<file path="config.mk">
export PLATFORM = sky130hd
export DESIGN_NAME = maxpool2x2
export DESIGN_NICKNAME = d
export VERILOG_FILES = /design/src/rtl/maxpool2x2.sv
export SDC_FILE = /design/constraint.sdc
export NUM_CORES = 1
export LEC_CHECK = 0
export CAP_MARGIN = 15
export CELL_PAD_IN_SITES_DETAIL_PLACEMENT = 1
export CELL_PAD_IN_SITES_GLOBAL_PLACEMENT = 2
export CORE_MARGIN = 3
export CORE_UTILIZATION = 39
export CTS_BUF_LIST = sky130_fd_sc_hd__clkbuf_8
export CTS_CLUSTER_SIZE = 24
export DETAILED_ROUTE_END_ITERATION = 6
export PLACE_DENSITY = 0.94
export SYNTH_ARGS = -nofsm -noshare
export SYNTH_HDL_FRONTEND = slang
export SYNTH_SLANG_ARGS = --single-unit
export TNS_END_PERCENT = 1
</file>
<file path="constraint.sdc">
create_clock -name clk -period 7.3 [get_ports clk]
set_input_delay 1.095 -clock clk [delete_from_list [all_inputs] [get_ports clk]]
set_output_delay 1.095 -clock clk [all_outputs]
set_load 0.02 [all_outputs]
</file>
<file path="src/rtl/maxpool2x2.sv">
// maxpool2x2: 2x2 stride-2 signed max pooling of a word-packed int8 feature map, BRAM to BRAM.
// Six cycles per output word. Define MAXPOOL_RELU_EN to clamp negative pooled bytes to zero.
module maxpool2x2 #(
   parameter int IMG_W    = 24,
   parameter int IMG_H    = 24,
   parameter int CH       = 1,
   parameter int SRC_BASE = 0,
   parameter int DST_BASE = 0
) (
   input  logic        clk,
   input  logic        rst,
   input  logic        start,
   output logic        finish,
   output logic        S_R_req,
   output logic [31:0] S_addr,
   input  logic [31:0] S_R_data,
   output logic        D_R_req,
   output logic [31:0] D_addr,
   output logic [3:0]  D_W_req,
   output logic [31:0] D_W_data
);

   localparam int WORDS_PER_ROW = IMG_W / 4;
   localparam int OUT_PER_ROW   = IMG_W / 8;
   localparam int OUT_ROWS      = IMG_H / 2;
   localparam int PLANE_WORDS   = IMG_H * WORDS_PER_ROW;
   localparam int OUT_PLANE     = OUT_ROWS * OUT_PER_ROW;

   typedef enum logic [2:0] {
      IDLE = 3'd0,
      R0   = 3'd1,
      R1   = 3'd2,
      R2   = 3'd3,
      R3   = 3'd4,
      C    = 3'd5,
      W    = 3'd6,
      DONE = 3'd7
   } state_t;

   state_t      state, state_nxt;
   logic [31:0] k_cnt, r_cnt, c_cnt;
   logic [31:0] rd_buf [4];
   logic [31:0] pooled;
   logic        last_k, last_r, last_c, last_word;
   logic        row_sel, grp_sel;

   assign last_k    = (k_cnt == 32'(OUT_PER_ROW - 1));
   assign last_r    = (r_cnt == 32'(OUT_ROWS - 1));
   assign last_c    = (c_cnt == 32'(CH - 1));
   assign last_word = last_k && last_r && last_c;

   function automatic logic [7:0] smax(input logic [7:0] a, input logic [7:0] b);
      return ($signed(a) > $signed(b)) ? a : b;
   endfunction

   always_ff @(posedge clk) begin
      if (rst) begin
         state  <= IDLE;
         finish <= 1'b0;
         k_cnt  <= '0;
         r_cnt  <= '0;
         c_cnt  <= '0;
         for (int i = 0; i < 4; i++) rd_buf[i] <= '0;
      end else begin
         state  <= state_nxt;
         finish <= (state == DONE);
         // Each capture takes the data for the read issued one state earlier.
         case (state)
            R1: rd_buf[0] <= S_R_data;
            R2: rd_buf[1] <= S_R_data;
            R3: rd_buf[2] <= S_R_data;
            C:  rd_buf[3] <= S_R_data;
            default: ;
         endcase
         if (state == W) begin
            if (last_k) begin
               k_cnt <= '0;
               if (last_r) begin
                  r_cnt <= '0;
                  c_cnt <= last_c ? '0 : c_cnt + 32'd1;
               end else begin
                  r_cnt <= r_cnt + 32'd1;
               end
            end else begin
               k_cnt <= k_cnt + 32'd1;
            end
         end
      end
   end

   always_comb begin
      state_nxt = state;
      case (state)
         IDLE:    if (start) state_nxt = R0;
         R0:      state_nxt = R1;
         R1:      state_nxt = R2;
         R2:      state_nxt = R3;
         R3:      state_nxt = C;
         C:       state_nxt = W;
         W:       state_nxt = last_word ? DONE : R0;
         DONE:    state_nxt = IDLE;
         default: state_nxt = IDLE;
      endcase
   end

   // Pixel pair (2j, 2j+1) of an 8-pixel row sits in word j/2 at bytes 2*(j%2) and 2*(j%2)+1.
   always_comb begin
      logic [31:0] top, bot;
      logic [7:0]  m;
      int          b;
      pooled = '0;
      for (int j = 0; j < 4; j++) begin
         top = (j < 2) ? rd_buf[0] : rd_buf[1];
         bot = (j < 2) ? rd_buf[2] : rd_buf[3];
         b   = (j % 2) * 2;
         m   = smax(smax(top[31-8*b -: 8], top[23-8*b -: 8]),
                    smax(bot[31-8*b -: 8], bot[23-8*b -: 8]));
`ifdef MAXPOOL_RELU_EN
         if (m[7]) m = 8'h00;
`endif
         pooled[31-8*j -: 8] = m;
      end
   end

   always_comb begin
      S_R_req  = 1'b0;
      S_addr   = '0;
      D_R_req  = 1'b0;
      D_addr   = '0;
      D_W_req  = 4'b0000;
      D_W_data = '0;
      row_sel  = (state == R2) || (state == R3);
      grp_sel  = (state == R1) || (state == R3);
      case (state)
         R0, R1, R2, R3: begin
            S_R_req = 1'b1;
            S_addr  = 32'(SRC_BASE) + c_cnt * 32'(PLANE_WORDS)
                    + ((r_cnt << 1) + {31'b0, row_sel}) * 32'(WORDS_PER_ROW)
                    + (k_cnt << 1) + {31'b0, grp_sel};
         end
         W: begin
            // A reset landing on the write cycle must not let that word reach the BRAM.
            D_W_req  = rst ? 4'b0000 : 4'b1111;
            D_addr   = 32'(DST_BASE) + c_cnt * 32'(OUT_PLANE)
                     + r_cnt * 32'(OUT_PER_ROW) + k_cnt;
            D_W_data = pooled;
         end
         default: ;
      endcase
   end

endmodule

</file>
==> results.env <==
PORTBUFFERS=136
CLK-INSERTION-DELAY-LATE_NS=0.63
R2R_END='r_cnt[29]'
WORST_SETUP_PATH_END_KIND='output pin'
DRTITER0DRC=908
POST_SYNTH_TOP_CELLS='287 x inv_1, 260 x ha_1, 202 x nor2_1'
MAXCAPVIOLCOUNT=0
P_LEAK_nW=11.85
X_DIMENSION_OF_THE_DIE_UM=237.9
SYNTH.YOSYS.WARNINGS=0
TRACK_USAGE_PCT=23.73
STARTPOINT_CLASS='register'
SYNTH_TOP_CELL_AREA_SHARE_PCT=18.33
REG2REG_DEPTH=12
AREA_GROWTH_PCT=21.12
CLOCK-SKEW-FINAL_NS=0.03159
WORST_PATH_LARGEST_CELL_DELAY_NS=0.45
SYNTHESIS.AREA_SQ_UM=20970
VDD.IR_DROP.WORST_mV=0.09678
CRITICAL_PATH.MAX_FANOUT=3
TOTAL_POWER_AFTER_LAYOUT_mW=3.276
CLK_PIN_SLEW_WORST_PATHS_NS=0.06
MAXSLEWVIOLCOUNT=0
PLACEMENT.CELL_AREA_SQ_UM=23800
SYNTH_NETS=2674
FMAXACHIEVABLE_MHz=136.3
FAILED_CHECKS='negative setup slack'
SYNTH_AREA_LEADERS='edfxtp_1 18%, ha_1 16%, dfxtp_1 9.5%, fa_1 8.6%, inv_1 5.1%'
VIA_COUNT=17928
PATH_CLASS='register to output pin'
SINKS_ON_CLOCK_NET=228
FRACTION_OF_FINAL_LAYOUT_CELLS_SIZED_BEYOND_DRIVE_STRENGTH_1_PCT=14.10
SYN-MEAN-INSTANCE-AREA_SQ_UM=9.161
WL_PER_CELL_UM=21.00
YOSYS_TOP_CELL_BY_AREA='edfxtp_1'
CTS_INSERTED_BUFFERS=45
VIA_PER_INST=5.483
PWR_DENSITY_CELL_nW_PER_UM2=129.0
CTS-ROOT-BUF='clkbuf_8'
SYNTH.MOST_COMMON_CELL='inv_1'
FIRST_GLOBAL_VIAS=19568
CTS_TREE='yes'
MAX_SLEW_MARGIN_PCT=43.01
DP_CELLS=3165
DIEAREA_SQ_UM=56590
ANT_NETS=0
START_UTIL_PCT=39.67
NETLIST-CELL-TYPE-COUNT=75
CTS_HOLD_BUFFERS=0
SYNTH.FF_LATCH_COUNT=228
FIRST_PASS_ITERS=5
FINAL_NET_COUNT=2930
CRITICAL-PATH-TOP-CELL-BY-COUNT='buf_4'
SYNTH_EDF_COUNT=128
TIMING.CRITICAL_PATH.SLOWEST_STAGE_CELL='fa_1'
DESIGN_AREA_FINAL_SQ_UM=25400
FIN_CRIT_SH_PCT=100.5
TIMING.CRITICAL_PATH.BUF_INV=5
R2R-START='state[2]'
SHARE_OF_FLIP_FLOPS_WITH_AN_ASYNCHRONOUS_SET_OR_RESET_AFTER_SYNTHESIS_PCT=0
NUMBER_OF_ANTENNA_VIOLATIONS_AT_THE_FIRST_CHECK_IN_GLOBAL_ROUTING=3
CTSHTREEMAXLEVEL=2
CORE_AREA_SQ_UM=52870
HOLDCRITPATHCLASS='register to register'
CLK_PATH_BUF_DEPTH=3
FIN_CELLS=3270
PRIMARY_FF_MASTER_SYNTH='edfxtp_1'
SYNTHCELLS=2289
DRC=0
POST-ROUTE-WORST-SETUP-SLACK_NS=-0.03911
OUTCOME='complete, but fails checks'
HOLD_START='c_cnt[31]'
R2R_SLACK_NS=3.31
GRT_START_MAX_NET_PINS=33
TIGHTEST_SLEW_NS=0.8549
STD_CELL_ROWS=84
DP.FINAL_HPWL_MM=53.04
HOLD_DEPTH=2
GRT.OVERFLOW.TOTAL=0
FLOORPLAN.IO_PINS=138
RSZ0062_AT_GRT='yes'
WORST-ENDPOINT-ARRIVAL_NS=6.24
SEQ_AREA_FRAC_SYNTH_PCT=27.88
FINALWORSTPATHREQUIREDPERIOD_NS=7.339
GP_CONGESTION=0.9354
DIE_Y_UM=237.9
MIN_DELAY_WORST_ENDPOINT='c_cnt[31]'
LAYOUT.CORE_UTILIZATION_PCT=48.04
FINAL-SETUP-VIOL-COUNT=1
TOTALWIRELENGTH_MM=68.68
REQUIRED_NS=6.20
CRITICAL-PATH-TOP-DELAY-FAMILY='compound AO/OA/AOI/OAI gates'
GRT_FIRST_PASS_WIRELENGTH_MM=106.3
FINAL_HOLD_VIOL_COUNT=0
tightest hold or removal path: stages (launching register included):
cell,delay (ns)
dfxtp_1,0.36
xor2_1,0.08
nor2_1,0.09
per-layer routing:
layer | track usage (%) | vias to the layer above | wire, um
met5 | 0 | - | 13
met4 | 10.18 | 2 | 2887
met3 | 3.664 | 148 | 3170
met2 | 42.09 | 438 | 34020
met1 | 28.61 | 8941 | 28580
li1 | - | 8399 | -
registers in the layout (all words and copies together) (netlist names):
| signal | count |
|---|---|
| c_cnt | 32 |
| finish | 1 |
| k_cnt | 32 |
| state | 3 |
| r_cnt | 32 |
| rd_buf | 128 |
logic make-up (layout without fill, tap and decap cells):
family / Yosys count / in the layout / share of synthesized area, %
AO/OA/AOI/OAI: 420 / 420 / 13.37
multiplexers: 69 / 69 / 3.467
XOR/XNOR: 187 / 187 / 7.810
buffers and inverters: 341 / 633 / 6.199
other: 1 / 2 / 0.01788
AND/OR/NAND/NOR: 693 / 693 / 17.16
flip-flops: 228 / 228 / 27.88
adder cells (fa/ha/maj): 350 / 350 / 24.11
timing repair:
action	CTS	global route
pin swaps	15	45
buffers inserted	2	19
gates resized for setup	89	111
setup endpoints to repair	49	57
power breakdown:
part | switching, mW | internal [mW] | total [mW]
Clock | 0.639 | 0.720 | 1.36
Combinational | 0.284 | 0.209 | 0.493
Sequential | 0.0247 | 1.40 | 1.42
Total | 0.948 | 2.33 | 3.28
layout by cell type, fill, tap and decap left out, types with 28 or more instances in the layout:
cell type | netlist | layout
ha_1 | 260 | 252
nand3_1 | 59 | 59
nand2b_1 | 29 | 28
nand4_1 | 30 | 30
clkbuf_8 | 0 | 51
mux2i_1 | 40 | 39
a21o_1 | 49 | 49
fa_1 | 90 | 88
xor2_1 | 71 | 67
inv_1 | 287 | 297
o2bb2ai_1 | 30 | 28
mux2_2 | 29 | 29
edfxtp_1 | 128 | 128
and2_1 | 140 | 139
o21a_1 | 54 | 53
nor3_1 | 37 | 32
a21oi_1 | 99 | 82
nand2_1 | 86 | 82
nor2_1 | 202 | 197
o21ai_0 | 82 | 65
buf_4 | 4 | 131
clkdlybuf4s50_1 | 0 | 98
dfxtp_1 | 100 | 98
xnor2_1 | 116 | 112
how the worst max path moves through the flow:
| stage | startpoint | end | slack, ns | cells after the start |
|---|---|---|---|---|
| 2_1_floorplan | state[0] | S_addr[31] | 0.52 | 27 |
| 3_3_place_gp | c_cnt[1] | S_addr[30] | -0.07 | 26 |
| 3_5_place_dp | state[0] | S_addr[30] | -0.25 | 27 |
| 4_1_cts | c_cnt[1] | D_addr[30] | -0.19 | 27 |
| 5_1_grt | state[0] | S_addr[31] | -0.36 | 29 |
| 6_report | state[0] | S_addr[31] | -0.04 | 29 |
through the flow:
| step | setup TNS [ns] | setup WS, ns | hold slack, ns |
|---|---|---|---|
| CTS | -0.8619 | -0.1894 | 0.5702 |
| finish | -0.03911 | -0.03911 | 0.5672 |
| detailed placement | -1.336 | -0.2526 | 0.5424 |
| floorplan | 0 | 0.5170 | 0.4799 |
| global route | -2.877 | -0.3595 | 0.5949 |
| global placement | -0.1648 | -0.07144 | 0.5198 |
layout make-up:
| cell class | count | area (sq um) |
|---|---|---|
| antenna | 1 | 2.502 |
| clock buffer | 51 | 701.9 |
| clock inverter | 32 | 214.0 |
| fill | 6112 | 27470 |
| inverter | 287 | 1077 |
| multi-input combinational | 1720 | 14370 |
| sequential | 228 | 5848 |
| tap | 688 | 860.8 |
| timing repair buffer | 263 | 2322 |
No activity file was read; power rests on OpenSTA's default activity.
==> variant (same flow settings) <==
Change the parameter `IMG_H` from 24 to 12.
--- a/src/rtl/maxpool2x2.sv
+++ b/src/rtl/maxpool2x2.sv
@@ -3,5 +3,5 @@
 module maxpool2x2 #(
    parameter int IMG_W    = 24,
-   parameter int IMG_H    = 24,
+   parameter int IMG_H    = 12,
    parameter int CH       = 1,
    parameter int SRC_BASE = 0,
Formal check against the unedited RTL: same outputs for any inputs over 4 cycles, from zero or initial values and one cycle with rst high; that may be too few to reach the edited logic, so the function may still have changed.
==> variant against the unedited design <==
Clock skew fell by 6.1 ps. The run still ends with setup timing left. Clock power fell by 3%. Power rose by 2.4%. Cell area rose by 5.8%. Area after synthesis rose by 3.7%. Critical endpoint is now D_addr[31]. Sequential cell count did not move. Global-route usage rose by 0.27 points. Combinational power rose by 22%. Setup slack got worse by 66 ps. Register-to-register slack got worse by 500 ps. Wire length rose by 5.8%. First-iteration DRC count fell by 7.3%.
==> variant: results (changes against the unedited design) <==
metric	value	unit	change
Via density	5.46		-0.42%
Final WS setup	-105	ps	-65.7 ps
Comb. pwr	0.000603	W	+22%
pre-CTS setup slack	-521	ps	-269 ps
Hold Path Origin	c_cnt[31]		
fillers	6360		+4.1%
vias in the first global route	20861		+6.6%
# setup viols final	7		+6
min-delay worst type	register to register		
Initial DRC Count	842		-7.3%
routed len/inst	20.6	um	-1.9%
GP Congestion	0.894		-4.4%
sequential fraction of the synthesis area	26.9	%	-1.0 points
Longest Clk Path Bufs	3		unchanged
critical path arrival	6310	ps	+70 ps
antenna violations before repair	2		-1
Final nets	3138		+7.1%
beginning of the worst register-to-register path	k_cnt[1]		
leak pwr	12.5	nW	+5.3%
cell area power density	125	nW/um^2	-3.2%
routed wl met2	36500	um	+7.2%
Finished Layout Cells	3526		+7.8%
Total GRT Usage	24.0	%	+0.27 points
crit path launch	c_cnt[4]		
number of buffers added on ports	136		unchanged
first-pass GRT wire length	114000	um	+7.1%
Internal	0.00235	W	+1.0%
Clk pwr share	39.4	%	-2.1 points
Worst setup endpoint	D_addr[31]		
Post-Route Setup TNS	-418	ps	-379 ps
status	finished, violations left		
Hold Worst Slack	516	ps	-51.0 ps
DR top layer	met4		
Mapped Nets	2824		+5.6%
DPL Wire Length	56700	um	+6.8%
share of cells above drive strength 1	14.8	%	+0.69 points
met3 WL	2660	um	-16%
Met1 Routed Length	31200	um	+9.0%
Post-Route Skew	25.5	ps	-6.06 ps
TritonCTS buffer count	46		+2.2%
mean post-synth cell area	8.93	sq um	-2.5%
r2r endpoint	r_cnt[31]		
top post-synthesis cells by area	edfxtp_1, ha_1, dfxtp_1, fa_1, inv_1		
failing checks	setup timing		
Hold Path End	c_cnt[31]		
Reg2Reg Depth	11		-1
r2r setup slk	2810	ps	-500 ps
synth cell count leaders	inv_1, ha_1, nor2_1, and2_1, edfxtp_1		
Synth cell types	72		-4.0%
-- variant: cell count changes after synthesis, sizes merged, moves of 22 or more --
cell,unedited run,this run
a21o,49,71
a211oi,24,77
mux2,29,1
a21boi,1,35
o2bb2ai,30,0
-- variant: logic make-up after synthesis --
logic type	share of synthesized area (%)
other cells	0.0172
buf+inv	6.34
compound gates	16.3
simple gates	18.3
flops	26.9
xor+xnor	7.13
fa+ha+maj	23.5
mux	1.57
-- variant: worst max-delay path, stage by stage (launching register included) --
cell and delay (ps):
dfxtp_2 360, ha_2 280, ha_1 220, fa_2 380, a211oi_4 260, buf_4 150, o21ai_1 60, and3_4 190
o311a_4 360, a2111oi_4 320, buf_4 200, a21oi_2 90, or3_1 410, o311ai_2 140, fa_1 510, ha_1 330
a21o_1 190, or3_1 310, or3_1 310, o211ai_1 150, mux2i_1 280, buf_4 180
-- variant: per-stage QoR --
step           util, %  area, sq um
4_1_cts           48.4        26400
5_1_grt           49.3        26900
3_5_place_dp      46.1        25100
2_1_floorplan        -        21700
6_report          49.3        26900
3_3_place_gp      46.1        25100
-- variant: routing by layer --
layer,GRT usage (%),vias up
li1,-,9107
met1,29.8,9615
met2,43.0,380
met3,2.87,148
met4,8.08,0
met5,0,-
-- variant: timing repair --
item | in CTS | in global routing
pin swaps | 26 | 45
setup endpoints to repair | 35 | 67
hold buffers | 0 | 0
gates resized for setup | 132 | 106
buffers inserted | 20 | 9
-- variant: layout make-up --
cell class | count | area share, %
tap | 739 | 3.44
antenna | 2 | 0.0186
multi-input combinational | 1845 | 56.7
clock buffer | 51 | 2.61
sequential | 228 | 21.8
clock inverter | 32 | 0.699
timing repair buffer | 334 | 10.6
inverter | 295 | 4.12
